$ cat src/rtl/debounce_pkg.sv
// Shared constants and width helper for the multi-channel debouncer.
// Latency: n/a (package only).
// Backpressure: n/a (package only).
package debounce_pkg;

  localparam int DEB_PRESCALE_DEF = 32768;
  localparam int DEB_STABLE_DEF   = 10;

  // Counter width able to hold 0..stable
  function automatic int cnt_width(input int stable);
    return $clog2(stable + 1);
  endfunction

endpackage

$ cat src/rtl/debounce_chan.sv
// One debouncer channel: 2-flop synchroniser, stability counter, registered level and optional edge pulses.
// Latency: 2 sync cycles plus STABLE consecutive differing ticks.
// Backpressure: none; free-running, tick_i acts as the clock enable.
// Optional feature: DEBOUNCE_MULTI_EDGE_EN adds rise_o/fall_o.
module debounce_chan
  import debounce_pkg::*;
#(
  parameter int   STABLE    = DEB_STABLE_DEF,
  parameter logic RESET_VAL = 1'b0
) (
  input  logic clk_i,
  input  logic rst_n_i,
  input  logic tick_i,
  input  logic insig_i,
  output logic outsig_o
`ifdef DEBOUNCE_MULTI_EDGE_EN
  ,
  output logic rise_o,
  output logic fall_o
`endif
);

  localparam int            CW       = cnt_width(STABLE);
  localparam logic [CW-1:0] CNT_LAST = CW'(STABLE - 1);

  logic          s0_q, s1_q;
  logic          out_q, out_d;
  logic [CW-1:0] cnt_q, cnt_d;

  // Two-flop synchroniser; resets to the output level so no spurious count starts
  always_ff @(posedge clk_i or negedge rst_n_i) begin
    if (!rst_n_i) begin
      s0_q <= RESET_VAL;
      s1_q <= RESET_VAL;
    end else begin
      s0_q <= insig_i;
      s1_q <= s0_q;
    end
  end

  // Next-state: count consecutive differing samples, any agreeing sample restarts the count
  always_comb begin
    cnt_d = cnt_q;
    out_d = out_q;
    if (tick_i) begin
      if (s1_q == out_q) begin
        cnt_d = '0;
      end else if (cnt_q == CNT_LAST) begin
        out_d = s1_q;
        cnt_d = '0;
      end else begin
        cnt_d = cnt_q + CW'(1);
      end
    end
  end

  // Counter and debounced level registers
  always_ff @(posedge clk_i or negedge rst_n_i) begin
    if (!rst_n_i) begin
      cnt_q <= '0;
      out_q <= RESET_VAL;
    end else begin
      cnt_q <= cnt_d;
      out_q <= out_d;
    end
  end

  assign outsig_o = out_q;

`ifdef DEBOUNCE_MULTI_EDGE_EN
  logic rise_q, fall_q;

  // Edge pulses registered alongside the level so they coincide with the new outsig
  always_ff @(posedge clk_i or negedge rst_n_i) begin
    if (!rst_n_i) begin
      rise_q <= 1'b0;
      fall_q <= 1'b0;
    end else begin
      rise_q <= ~out_q & out_d;
      fall_q <= out_q & ~out_d;
    end
  end

  assign rise_o = rise_q;
  assign fall_o = fall_q;
`endif

endmodule

$ cat src/rtl/debounce_multi.sv
// Multi-channel debouncer: shared sample prescaler feeding one debounce_chan per input.
// Latency: between 2+(STABLE-1)*PRESCALE+1 and 2+STABLE*PRESCALE clocks from input change to outsig.
// Backpressure: none; inputs sampled continuously. Optional DEBOUNCE_MULTI_EDGE_EN adds rise_o/fall_o pulses.
module debounce_multi
  import debounce_pkg::*;
#(
  parameter int                  CHANNELS  = 8,
  parameter int                  PRESCALE  = DEB_PRESCALE_DEF,
  parameter int                  STABLE    = DEB_STABLE_DEF,
  parameter logic [CHANNELS-1:0] RESET_VAL = '0
) (
  input  logic                clk_i,
  input  logic                rst_n_i,
  input  logic [CHANNELS-1:0] insig_i,
  output logic [CHANNELS-1:0] outsig_o
`ifdef DEBOUNCE_MULTI_EDGE_EN
  ,
  output logic [CHANNELS-1:0] rise_o,
  output logic [CHANNELS-1:0] fall_o
`endif
);

  localparam int PW = (PRESCALE > 1) ? $clog2(PRESCALE) : 1;

  logic tick;

  generate
    if (PRESCALE > 1) begin : g_pre
      localparam logic [PW-1:0] PRE_LAST = PW'(PRESCALE - 1);
      logic [PW-1:0] pre_q;

      // Free-running prescaler 0..PRESCALE-1; tick on the last count
      always_ff @(posedge clk_i or negedge rst_n_i) begin
        if (!rst_n_i) begin
          pre_q <= '0;
        end else if (pre_q == PRE_LAST) begin
          pre_q <= '0;
        end else begin
          pre_q <= pre_q + PW'(1);
        end
      end

      assign tick = (pre_q == PRE_LAST);
    end else begin : g_nopre
      // Every clock is a sample clock
      assign tick = 1'b1;
    end
  endgenerate

  generate
    for (genvar i = 0; i < CHANNELS; i++) begin : g_chan
      debounce_chan #(
        .STABLE   (STABLE),
        .RESET_VAL(RESET_VAL[i])
      ) u_chan (
        .clk_i   (clk_i),
        .rst_n_i (rst_n_i),
        .tick_i  (tick),
        .insig_i (insig_i[i]),
        .outsig_o(outsig_o[i])
`ifdef DEBOUNCE_MULTI_EDGE_EN
        ,
        .rise_o  (rise_o[i]),
        .fall_o  (fall_o[i])
`endif
      );
    end
  endgenerate

endmodule

$ cat config.mk
export PLATFORM = sky130hd
export DESIGN_NAME = debounce_multi
export DESIGN_NICKNAME = d
export VERILOG_FILES = /design/src/rtl/debounce_pkg.sv /design/src/rtl/debounce_chan.sv /design/src/rtl/debounce_multi.sv
export SDC_FILE = /design/constraint.sdc
export NUM_CORES = 1
export LEC_CHECK = 0
export ABC_AREA = 1
export BUFFER_PORTS_ARGS = -buffer_cell sky130_fd_sc_hd__buf_4
export CAP_MARGIN = 40
export CORE_AREA = 2 2 102 104
export DETAILED_ROUTE_END_ITERATION = 7
export DIE_AREA = 0 0 104 106
export PLACE_DENSITY = 0.55
export SLEW_MARGIN = 25
export SYNTH_ARGS = -nofsm -noshare
export SYNTH_HDL_FRONTEND = slang
export SYNTH_SLANG_ARGS = --single-unit
$ cat constraint.sdc
create_clock -name clk_i -period 1.85 [get_ports clk_i]
set_clock_uncertainty 0.2 [all_clocks]
set_input_delay 0.185 -clock clk_i [delete_from_list [all_inputs] [get_ports clk_i]]
set_output_delay 0.185 -clock clk_i [all_outputs]
set_load 0.01 [all_outputs]
## Word-level counts from Yosys, hierarchy flattened

Index checks and enable logic that the tools add are counted.

- Latch bits: 0
- Memories: 0
- Output and inout port bits: 8
- Word-level logic and storage cells: 92
- Input bits: 10
- Register bits after elaboration: 71
- Bits in read-only memories: 0
- Memory bits (writable): 0

- Bitwise operators: 8
- $add $sub $neg: 9
- Div/mod/pow operators: 0
- Order comparisons: 0
- Shift-type cells: 0
- Reduce and logical (&&, ||, !) cells: 8
- Multiply operators: 0
- Mux-type cells: 17
- Equality and inequality tests: 17

Operator list:

| operator | count |
|---|---|
| $mux W4 | 16 |
| $add A4 B1 Y4 const B | 8 |
| $eq A4 B4 Y1 const B | 8 |
| $reduce_and A3 Y1 | 8 |
| $add A15 B1 Y15 const B | 1 |
| $eq A15 B15 Y1 const B | 1 |
| $mux W15 | 1 |
| $eq A1 B1 Y1 | 8 |
| $not A1 Y1 | 8 |

## Longest topological paths before layout

Gate-level depths: netlist of run 1.

- Depth after elaboration: 3
- Depth in mapped cells: 9
- Depth with buffers taken out: 9

## By module

From an unflattened synthesis of run 1, not the netlist that was laid out.

- Cells, all modules: 432
- Area, all modules: 3457.1 um^2

By module, submodules not included:

| module | cells each | area each (um^2) | instances |
|---|---|---|---|
| debounce_chan | 41 | 329.1 | 8 |
| debounce_multi | 104 | 824.5 | 1 |

## Least setup slack after synthesis of run 1

OpenSTA, ideal clock, no wires.

- Kind: register to register
- Start: register g_pre.pre_q[0]
- End: register g_chan[4].u_chan.cnt_q[0]
- Stages on the path, launching flop included: 10
- Data arrival time: 1.297 ns
- Buffers on the path: 1
- Library setup time: 0.120 ns
- Period minus slack after synthesis: 1.617 ns
- Setup slack: 0.233 ns
- Data required time: 1.530 ns
- Path through: dfrtp_1 > ha_1 > nand2_1 > nor2_4 > nand2_4 > inv_2 > nand2_2 > buf_2 > nor2_1 > a21oi_2

- Longest elaborated chain between the ends: 1

RTL lines:

| element | RTL line | RTL |
|---|---|---|
| start: declaration | debounce_multi.sv:30 | `logic [PW-1:0] pre_q;` |
| start signal: assignment | debounce_multi.sv:39 | `pre_q <= pre_q + PW'(1);` |
| $eq A15 B15 Y1 | debounce_multi.sv:43 | `assign tick = (pre_q == PRE_LAST);` |
| end signal: assignment | debounce_chan.sv:63 | `cnt_q <= cnt_d;` |
| end: declaration | debounce_chan.sv:28 | `logic [CW-1:0] cnt_q, cnt_d;` |

Every way passes these cells.
A chain may end at the register's enable or synchronous reset.

## Worst setup path in the final report of run 1

- Start: register g_pre.pre_q[0]
- End: register g_chan[1].u_chan.out_q

- Longest elaborated chain between the ends: 2

RTL lines:

| element | RTL line | RTL |
|---|---|---|
| $eq A15 B15 Y1 | debounce_multi.sv:43 |  |
| $reduce_and A3 Y1 (no source line) | -- |  |
| end signal: assignment | debounce_chan.sv:64 | `out_q <= out_d;` |
| end: declaration | debounce_chan.sv:27 | `logic out_q, out_d;` |

Every way passes these cells.

==> results of run 1 <==
final timing paths:
| path | startpoint | to | slack [ns] | cells after the start |
|---|---|---|---|---|
| worst max register to register | g_pre.pre_q[0] | g_chan[1].u_chan.outsig_o | 0.13 | 9 |
| min in group clk_i | g_chan[7].u_chan.s0_q | g_chan[7].u_chan.s1_q | 0.15 | 0 |
| max in group asynchronous | rst_n_i | g_chan[7].u_chan.s0_q | 0.78 | 3 |
| worst min-delay path | rst_n_i | g_chan[3].u_chan.s0_q | 0.11 | 2 |
| worst min register to register | g_chan[7].u_chan.s0_q | g_chan[7].u_chan.s1_q | 0.15 | 0 |
| worst max-delay path | g_pre.pre_q[0] | g_chan[1].u_chan.outsig_o | 0.13 | 9 |
what timing repair did:
action | in CTS | in global routing
resized for setup | 0 | 4
hold buffers | 9 | 0
buffers inserted | 0 | 1
hold endpoints to repair | 79 | 0
endpoints found under the setup margin | 0 | 31
synthesized netlist by cell type (all sizes together):
master,n
a21oi,4
a31oi,1
and2,1
buf,14
dfrtp,71
ha,17
inv,41
nand2,110
nand3,24
nand3b,1
nand4,5
nor2,47
nor3,5
nor3b,1
o21ai,28
xnor2,12
xor2,14
critical path, stage by stage, from the launching register on:
cell	delay, ns
dfrtp_1	0.38
ha_2	0.21
nand2_2	0.08
nor2_4	0.14
nand2_4	0.10
nor2_4	0.18
buf_12	0.16
nand3_1	0.07
nand2_1	0.07
inv_1	0.03
layout make-up:
type / count / area, um^2
Tap cell: 136 / 170
Multi-Input combinational cell: 270 / 1540
Clock inverter: 7 / 103
Fill cell: 1021 / 5790
Timing Repair Buffer: 35 / 335
Sequential cell: 71 / 1780
Clock buffer: 9 / 124
Inverter: 41 / 154
metal layers:
layer,up-vias,track usage (%)
met1,1149,14.7
met5,-,0
met2,27,20.3
met3,6,3.49
met4,0,4.63
li1,1298,-
report_power, final:
part / leakage, nW / switching (mW) / total, mW / internal [mW]
Combinational: 1.03 / 0.0462 / 0.0823 / 0.0361
Sequential: 0.941 / 0.00864 / 1.58 / 1.57
Clock: 0.111 / 0.623 / 1.40 / 0.775
Total: 2.08 / 0.678 / 3.06 / 2.38
per-stage QoR:
step	hold slack [ns]	area [um^2]	worst slack, ns	utilization [%]
floorplan	-0.311	3560	0.233	-
global placement	-0.0456	3870	0.0843	38.7
detailed placement	-0.0484	3870	0.0516	38.7
CTS	0.102	4180	0.0567	41.8
global route	0.129	4210	0.00492	42.1
finish	0.107	4210	0.129	42.1
state kept, by name (all words and copies together) (netlist names):
name	count
g_chan.u_chan.cnt_q	32
g_pre.pre_q	15
g_chan.u_chan.s1_q	8
g_chan.u_chan.outsig_o	8
g_chan.u_chan.s0_q	8
logic make-up (layout without fill, tap and decap cells):
group	count (synthesis)	after routing	synth area share, %
simple gates	194	194	24.2
flops	71	71	49.9
buf+inv	55	92	7.10
compound gates	33	33	6.36
xor+xnor	26	26	6.40
fa+ha+maj	17	17	5.98
==> summary.md, run 1 <==
| Metric | Value |
|---|---|
| Status | `completed` |
| Met1 wire length | `2840 um` |
| Drt total wl | `6040 um` |
| # diodes | `0` |
| Area growth from synthesis to layout | `18.2%` |
| Required @ worst endpoint | `1.89 ns` |
| Synth area leaders | `dfrtp_1, nand2_1, ha_1, nor2_1, inv_1` |
| Maximum VDD drop | `0.337 mV` |
| Period utilisation layout | `93.0%` |
| Register area share after synthesis | `49.9%` |
| Ys Warns | `0` |
| Cell count after synthesis | `396` |
| Initial core utilization | `35.6%` |
| Mapped cell area | `0.00356 mm^2` |
| Worst Setup Path Type | `register to register` |
| Inst Count DP | `543` |
| First-pass GRT wire length | `10800 um` |
| Hold/Removal Path Class | `primary input to async pin` |
| Post-layout nets | `455` |
| Routed via count | `2480` |
| CTS max path bufs | `2` |
| WL/cell | `10.6 um` |
| Clk_lat worst skew | `0.34 ns` |
| Post-synthesis cell type count | `27` |
| Final setup fails | `0` |
| DRC | `0` |
| H-tree depth | `3` |
| Slew HR | `72.5%` |
| Crit-path max FO | `11` |
| Avg Cell Area, Syn | `8.99 um^2` |
| Die height | `106 um` |
| # port buffers | `17` |
| Worst path arrival time | `1.76 ns` |
| Worst setup EP type | `register` |
| Initial antenna violation count | `0` |
| Final Hold Fails | `0` |
| DRT antenna net count | `0` |
| DIE AREA | `0.0110 mm^2` |
| Root Buffer | `clkbuf_8` |
| Period minus WS final | `1.72 ns` |
| TNS Setup | `0 ns` |
| Synth Register Bits | `71` |
| Pre-antenna DRT Iters | `4` |
| Top sig layer | `met4` |
| Post-route non-filler standard cell count | `569` |
| Gr usage total | `12.1%` |
| Vias in the first global route | `2400` |
| Yosys top cell area share | `49.9%` |
| Routed length on met3 | `237 um` |
| I/O Pins | `18` |
| Most frequent cells in the layout | `nand2_1, dfrtp_1, nor2_1` |
| Vias per cell | `4.36` |
| LEAKAGE | `2.08 nW` |
| Core footprint | `0.0100 mm^2` |
| Syn Nets | `423` |
| HPWL after DPL | `4330 um` |
| Initial DRC Count | `98` |
| GRT Residual Overflow | `0` |
| Number of max-cap violations | `0` |
| Clock transition at path regs | `0.08 ns` |
| Dominant cell type by area after synthesis | `dfrtp_1` |
| Largest net degree at the start of global routing | `43` |
| FMAX | `0.581 GHz` |
| TritonCTS clock tree | `built` |
| Leading cell type in the layout, fill and taps excluded | `nand2_1` |
| WL met2 | `2890 um` |
| RSZ-0062 raised after global routing | `no` |
| GPL Wtd Cong | `0.781` |
| Chip width | `104 um` |
| Worst Setup Start Kind | `register` |
| Pwr per Cell Area | `727 mW/mm^2` |
| Total Power | `3.06 mW` |
| Slew Limit Fails | `0` |
| Sink Count | `71` |
| Total CTS buffers | `9` |
| # rows | `37` |
| Share of layout cells above drive strength 1 | `17.6%` |
| Worst-Margin Slew | `0.409 ns` |
Note: power is estimated with default switching activity, not from simulation.
==> run 2: changes to the inputs <==
Settings changed: CAP_MARGIN 40 to not set, CORE_AREA 2 2 102 104 to 4 4 104 106, DIE_AREA 0 0 104 106 to 0 0 108 110.
==> summary.md, run 2 (synthesis gave the netlist of run 1 again) <==
| Metric | Value |
|---|---|
| Crit-path max FO | `8 (-3)` |
| Clock power frac | `42.1% (-3.6 points)` |
| Slew Limit Fails | `0 (unchanged)` |
| FMAX | `0.562 GHz (-3.3%)` |
| Gr usage total | `12.2% (+0.12 points)` |
| Required @ worst endpoint | `1.90 ns (about the same)` |
| Post-route non-filler standard cell count | `574 (+0.88%)` |
| Slew HR | `74.2% (+1.7 points)` |
| CTS max path bufs | `2 (unchanged)` |
| Net Sw Power | `640 uW (-5.6%)` |
| Worst setup EP type | `register` |
| Inst Count DP | `544 (+0.18%)` |
| Largest reg by FF count | `g_chan.u_chan.cnt_q` |
| Final setup fails | `0 (unchanged)` |
| Status | `completed` |
| Critical path, cell by cell | `ha_2 -> nand2_2 -> nor2_4 -> nand2_4 -> nor2_4 -> buf_12 -> nand2_1 -> nand2_1 -> nand2_1` |
| Vias in the first global route | `2514 (+4.8%)` |
| Number of max-cap violations | `0 (unchanged)` |
| Sink Count | `71 (unchanged)` |
| TNS Setup | `0 ns (unchanged)` |
| Hold WS | `0.149 ns (+0.0422 ns)` |
| I/O Pins | `18 (unchanged)` |
| Worst path arrival time | `1.83 ns (+0.07 ns)` |
| Worst Setup Start Kind | `register` |
| Sequential Power Share | `54.9% (+3.3 points)` |
| Switch share | `22.3% (+0.11 points)` |
| Initial DRC Count | `107 (+9.2%)` |
| Final Hold Fails | `0 (unchanged)` |
| # rows | `36 (-2.7%)` |
| Leading cell type in the layout, fill and taps excluded | `nand2_1` |
| H-tree depth | `3 (unchanged)` |
| Crit-path most repeated cell | `nand2_1` |
| Share of layout cells above drive strength 1 | `18.8% (+1.3 points)` |
| Initial antenna violation count | `0 (unchanged)` |
| RSZ-0062 raised after global routing | `yes` |
| Most frequent cells in the layout | `nand2_1, dfrtp_1, nor2_1` |
| Routed via count | `2517 (+1.5%)` |
| Area growth from synthesis to layout | `19.2%` |
| TritonCTS clock tree | `built` |
| DIE AREA | `0.0119 mm^2 (+7.8%)` |
| GRT Residual Overflow | `0 (unchanged)` |
| Core footprint | `0.00977 mm^2 (-2.3%)` |
| Pwr per Cell Area | `677 mW/mm^2 (-6.8%)` |
| WL/cell | `11.2 um (+5.9%)` |
| Hold/Removal Path Class | `register to register` |
| Die height | `110 um (+3.8%)` |
| Initial core utilization | `36.4% (+0.82 points)` |
| Total internal power | `2.23 mW (-6.2%)` |
| Max reg flops | `32 (unchanged)` |
| Slowest stage delay, CP | `0.38 ns (about the same)` |
| LEAKAGE | `2.07 nW (-0.12%)` |
| Root Buffer | `clkbuf_8` |
| Period utilisation layout | `96.2% (+3.2 points)` |
| Regs by FF count | `g_chan.u_chan.cnt_q (32), g_pre.pre_q (15)` |
| Maximum VDD drop | `0.432 mV (+29%)` |
| Chip width | `108 um (+3.8%)` |
| Worst Setup Path Type | `register to register` |
| Post-layout nets | `463 (+1.8%)` |
| Drt total wl | `6450 um (+6.8%)` |
| Worst-Margin Slew | `0.385 ns (-0.0247 ns)` |
| Clk_lat worst skew | `0.35 ns (about the same)` |
| Total CTS buffers | `9 (unchanged)` |
| HPWL after DPL | `4340 um (+0.24%)` |
| Combinational share of power | `3.0% (+0.3 points)` |
| Pre-antenna DRT Iters | `4 (unchanged)` |
| Critical path buffers and inverters | `1 (-1)` |
| Largest net degree at the start of global routing | `36 (-16%)` |
| # diodes | `0 (unchanged)` |
| Clock transition at path regs | `0.08 ns (about the same)` |
| DRT antenna net count | `0 (unchanged)` |
| CP max stage cell | `dfrtp_1` |
| Top cell family by delay on the critical path | `simple AND/OR/NAND/NOR gates` |
| First-pass GRT wire length | `11300 um (+4.9%)` |
| Period minus WS final | `1.78 ns (+0.0591 ns)` |
| GPL Wtd Cong | `0.768 (-1.6%)` |
| # port buffers | `17 (unchanged)` |
| Vias per cell | `4.39 (+0.61%)` |
| DRC | `0 (unchanged)` |
-- run 2: cell types whose count changed in the layout (fill, tap and decap cells not counted), moves of 2 or more --
| cell | previous run | this run |
|---|---|---|
| nor2_2 | 0 | 2 |
| clkbuf_1 | 0 | 2 |
| nand2_2 | 5 | 7 |
| inv_6 | 3 | 0 |
| buf_4 | 22 | 28 |
| buf_12 | 4 | 2 |
| dlygate4sd3_1 | 9 | 11 |
| nand2_1 | 99 | 97 |
-- run 2: path summary, 6_finish.rpt --
kind,from,end,slack [ns],cells past startpoint
max in group asynchronous,rst_n_i,g_chan[4].u_chan.s1_q,0.52,3
worst max-delay path,g_pre.pre_q[0],g_chan[4].u_chan.outsig_o,0.07,9
worst max register to register,g_pre.pre_q[0],g_chan[4].u_chan.outsig_o,0.07,9
worst min register to register,g_chan[1].u_chan.s0_q,g_chan[1].u_chan.s1_q,0.15,0
min in group asynchronous,rst_n_i,g_chan[2].u_chan.cnt_q[1],0.16,3
worst min-delay path,g_chan[1].u_chan.s0_q,g_chan[1].u_chan.s1_q,0.15,0
-- run 2: repair_timing --
| item | in CTS | in global routing |
|---|---|---|
| pin swaps | 0 | 5 |
| endpoints found under the hold margin | 79 | 0 |
| cloned | 0 | 1 |
| resized for setup | 1 | 8 |
| setup endpoints to repair | 10 | 29 |
| hold buffers | 11 | 0 |
| setup buffers | 0 | 2 |
-- run 2: area by class of cell --
cell class	instances	area, um^2
Inverter	41	156
Sequential cell	71	1780
Tap cell	133	166
Timing Repair Buffer	43	397
Clock buffer	11	131
Fill cell	978	5530
Multi-Input combinational cell	270	1560
Clock inverter	5	58.8
-- run 2: stage by stage --
step	utilization, %	worst slack, ns	instance area (um^2)	power, mW
2_1_floorplan	-	0.233	3560	1.62
3_3_place_gp	39.6	0.0618	3870	1.68
3_5_place_dp	39.6	-0.00573	3870	1.68
4_1_cts	42.7	0.0233	4170	2.94
5_1_grt	43.4	-0.0538	4240	3.01
6_report	43.4	0.0699	4240	2.87
-- run 2: layer usage --
layer	vias up	part of all wire, %	global-route usage [%]
met4	0	1.8	5.41
met5	-	0	0
met3	10	3.4	3.67
li1	1308	-	-
met2	25	49	20.8
met1	1174	46	14.3
-- run 2: power groups by stage --
stage	Sequential (mW)	Clock (mW)	Combinational, mW
2_1_floorplan	1.61	0	0.0158
3_3_place_gp	1.61	0	0.0710
3_5_place_dp	1.61	0	0.0713
4_1_cts	1.58	1.27	0.0916
5_1_grt	1.58	1.33	0.0999
6_report	1.58	1.21	0.0870
==> run 3: changes to the inputs <==
Settings changed: REMOVE_ABC_BUFFERS set to 1.
==> summary.md, run 3 (synthesis gave the netlist of run 1 again) <==
| Metric | Value |
|---|---|
| # rows | `36 (unchanged)` |
| Critical path, cell by cell | `ha_1 -> nand2_1 -> nor2_4 -> nand2_4 -> inv_4 -> nand2_8 -> buf_4 -> nor2_1 -> a21oi_2` |
| Largest net degree at the start of global routing | `43 (+19%)` |
| FMAX | `0.569 GHz (+1.2%)` |
| Routed via count | `2495 (-0.87%)` |
| WL/cell | `10.7 um (-4.4%)` |
| Max reg flops | `32 (unchanged)` |
| Final setup fails | `0 (unchanged)` |
| Pwr per Cell Area | `712 mW/mm^2 (+5.2%)` |
| DRC | `0 (unchanged)` |
| # port buffers | `17 (unchanged)` |
| First-pass GRT wire length | `10800 um (-4.6%)` |
| Slew HR | `72.4% (-1.8 points)` |
| Met1 GRT Util | `15.4% (+1.1 points)` |
| Layout Utilization | `43.1% (-0.26 points)` |
| GR Util met2 | `17.6% (-3.2 points)` |
| Hold/Removal Path Class | `primary input to async pin` |
| Worst Setup Start Kind | `register` |
| Worst path arrival time | `1.79 ns (-0.04 ns)` |
| DRT antenna net count | `0 (unchanged)` |
| Area growth from synthesis to layout | `18.5%` |
| GPL Wtd Cong | `0.753 (-1.9%)` |
| # diodes | `0 (unchanged)` |
| Dpl cell area | `0.00385 mm^2 (-0.39%)` |
| Worst Slack Setup Final | `0.0913 ns (+0.0214 ns)` |
| HPWL after DPL | `4320 um (-0.64%)` |
| Number of max-cap violations | `0 (unchanged)` |
| Slew Limit Fails | `0 (unchanged)` |
| Root Buffer | `clkbuf_8` |
| Leading cell type in the layout, fill and taps excluded | `nand2_1` |
| Worst r2r src | `g_pre.pre_q[0]` |
| Initial DRC Count | `62 (-42%)` |
| Clk_lat worst skew | `0.34 ns (about the same)` |
| Total CTS buffers | `9 (unchanged)` |
| Worst setup EP type | `register` |
| Most used routing layer | `met2` |
| Core footprint | `0.00977 mm^2 (unchanged)` |
| Slowest stage delay, CP | `0.37 ns (about the same)` |
| Period minus WS final | `1.76 ns (-0.0214 ns)` |
| Clock transition at path regs | `0.07 ns (about the same)` |
| Design area | `0.00422 mm^2 (-0.59%)` |
| Chip width | `108 um (unchanged)` |
| GRT Residual Overflow | `0 (unchanged)` |
| Post-layout nets | `460 (-0.65%)` |
| Worst-Margin Slew | `0.414 ns (+0.0296 ns)` |
| Share of layout cells above drive strength 1 | `17.8% (-0.97 points)` |
| Post-place setup slack | `0.0240 ns (+0.0297 ns)` |
| Crit-path max FO | `10 (+2)` |
| H-tree depth | `3 (unchanged)` |
| Drt total wl | `6120 um (-5.1%)` |
| CTS max path bufs | `2 (unchanged)` |
| TritonCTS clock tree | `built` |
| I/O Pins | `18 (unchanged)` |
| Vias per cell | `4.38 (-0.18%)` |
| Sink Count | `71 (unchanged)` |
| Initial core utilization | `36.4% (unchanged)` |
| Gr usage total | `11.5% (-0.72 points)` |
| Maximum VDD drop | `0.449 mV (+3.8%)` |
| Die height | `110 um (unchanged)` |
| Worst Setup Path Type | `register to register` |
| Vias in the first global route | `2435 (-3.1%)` |
| Final Hold Fails | `0 (unchanged)` |
| Status | `completed` |
| Initial antenna violation count | `0 (unchanged)` |
| LEAKAGE | `2.08 nW (+0.21%)` |
| Pre-antenna DRT Iters | `4 (unchanged)` |
| Largest reg by FF count | `g_chan.u_chan.cnt_q` |
| DIE AREA | `0.0119 mm^2 (unchanged)` |
| Required @ worst endpoint | `1.88 ns (-0.02 ns)` |
| Met3 Usage GRT | `3.44% (-0.23 points)` |
| Regs by FF count | `g_chan.u_chan.cnt_q (32), g_pre.pre_q (15)` |
| Worst Setup SP | `g_pre.pre_q[0]` |
| Most frequent cells in the layout | `nand2_1, dfrtp_1, nor2_1` |
| Period utilisation layout | `95.1% (-1.2 points)` |
| Hold WS | `0.108 ns (-0.0407 ns)` |
| CP max stage cell | `dfrtp_1` |
==> run 3: changes by cell type in the layout (fill, tap and decap cells not counted), sizes merged <==
cell	previous run	this run
clkbuf	12	11
dlygate4sd3	11	9
bufinv	1	2
clkinvlp	2	0
==> run 3: worst paths after layout <==
check / endpoint / slack (ns) / cells past startpoint
max: g_chan[4].u_chan.cnt_q[0] / 0.09 / 9
min: g_chan[3].u_chan.cnt_q[0] / 0.11 / 2
max reg2reg: g_chan[4].u_chan.cnt_q[0] / 0.09 / 9
min reg2reg: g_chan[1].u_chan.s1_q / 0.15 / 0
max in group asynchronous: g_chan[2].u_chan.cnt_q[1] / 0.77 / 3
min in group clk_i: g_chan[1].u_chan.s1_q / 0.15 / 0
==> run 3: area by class of cell <==
cell class | count | area (um^2)
multi-input cells | 270 | 1550
clock inverters | 4 | 70.1
clock buffers | 11 | 141
flip-flops and latches | 71 | 1780
inverters | 41 | 156
repair buffers | 40 | 355
fillers | 956 | 5560
well taps | 133 | 166
==> run 3: worst max-delay path, delay by kind of cell, from the launching register on <==
| kind | cells | cell delay (ns) |
|---|---|---|
| AO/OA/AOI/OAI | 1 | 0.04 |
| adder cells (fa/ha/maj) | 1 | 0.18 |
| buffers and inverters | 2 | 0.27 |
| flip-flops | 1 | 0.37 |
| AND/OR/NAND/NOR | 5 | 0.58 |
==> run 3: report_power, final <==
group	switching (mW)	total, mW	internal (mW)
registers	0.00797	1.58	1.57
logic	0.0455	0.0815	0.0360
clock network	0.561	1.35	0.785
total	0.614	3.00	2.39
==> run 3: repair_timing <==
item / CTS / global route
buffers inserted: 0 / 4
hold buffers: 9 / 0
endpoints found under the setup margin: 0 / 32
resized for setup: 0 / 7
endpoints found under the hold margin: 79 / 0
==> run 3: through the flow <==
step | instances | TNS (ns) | power, mW
final | 570 | 0 | 3.00
after global routing | 570 | -0.117 | 3.14
after CTS | 566 | 0 | 3.06
after detailed placement | 542 | 0 | 1.68
after global placement | 542 | 0 | 1.68
after floorplan | 382 | 0 | 1.62
==> run 3: routing by layer <==
layer / vias up / part of all wire (%)
met2: 22 / 45
met4: 0 / 1.4
met1: 1154 / 50
met5: - / 0
met3: 9 / 3.1
li1: 1310 / -
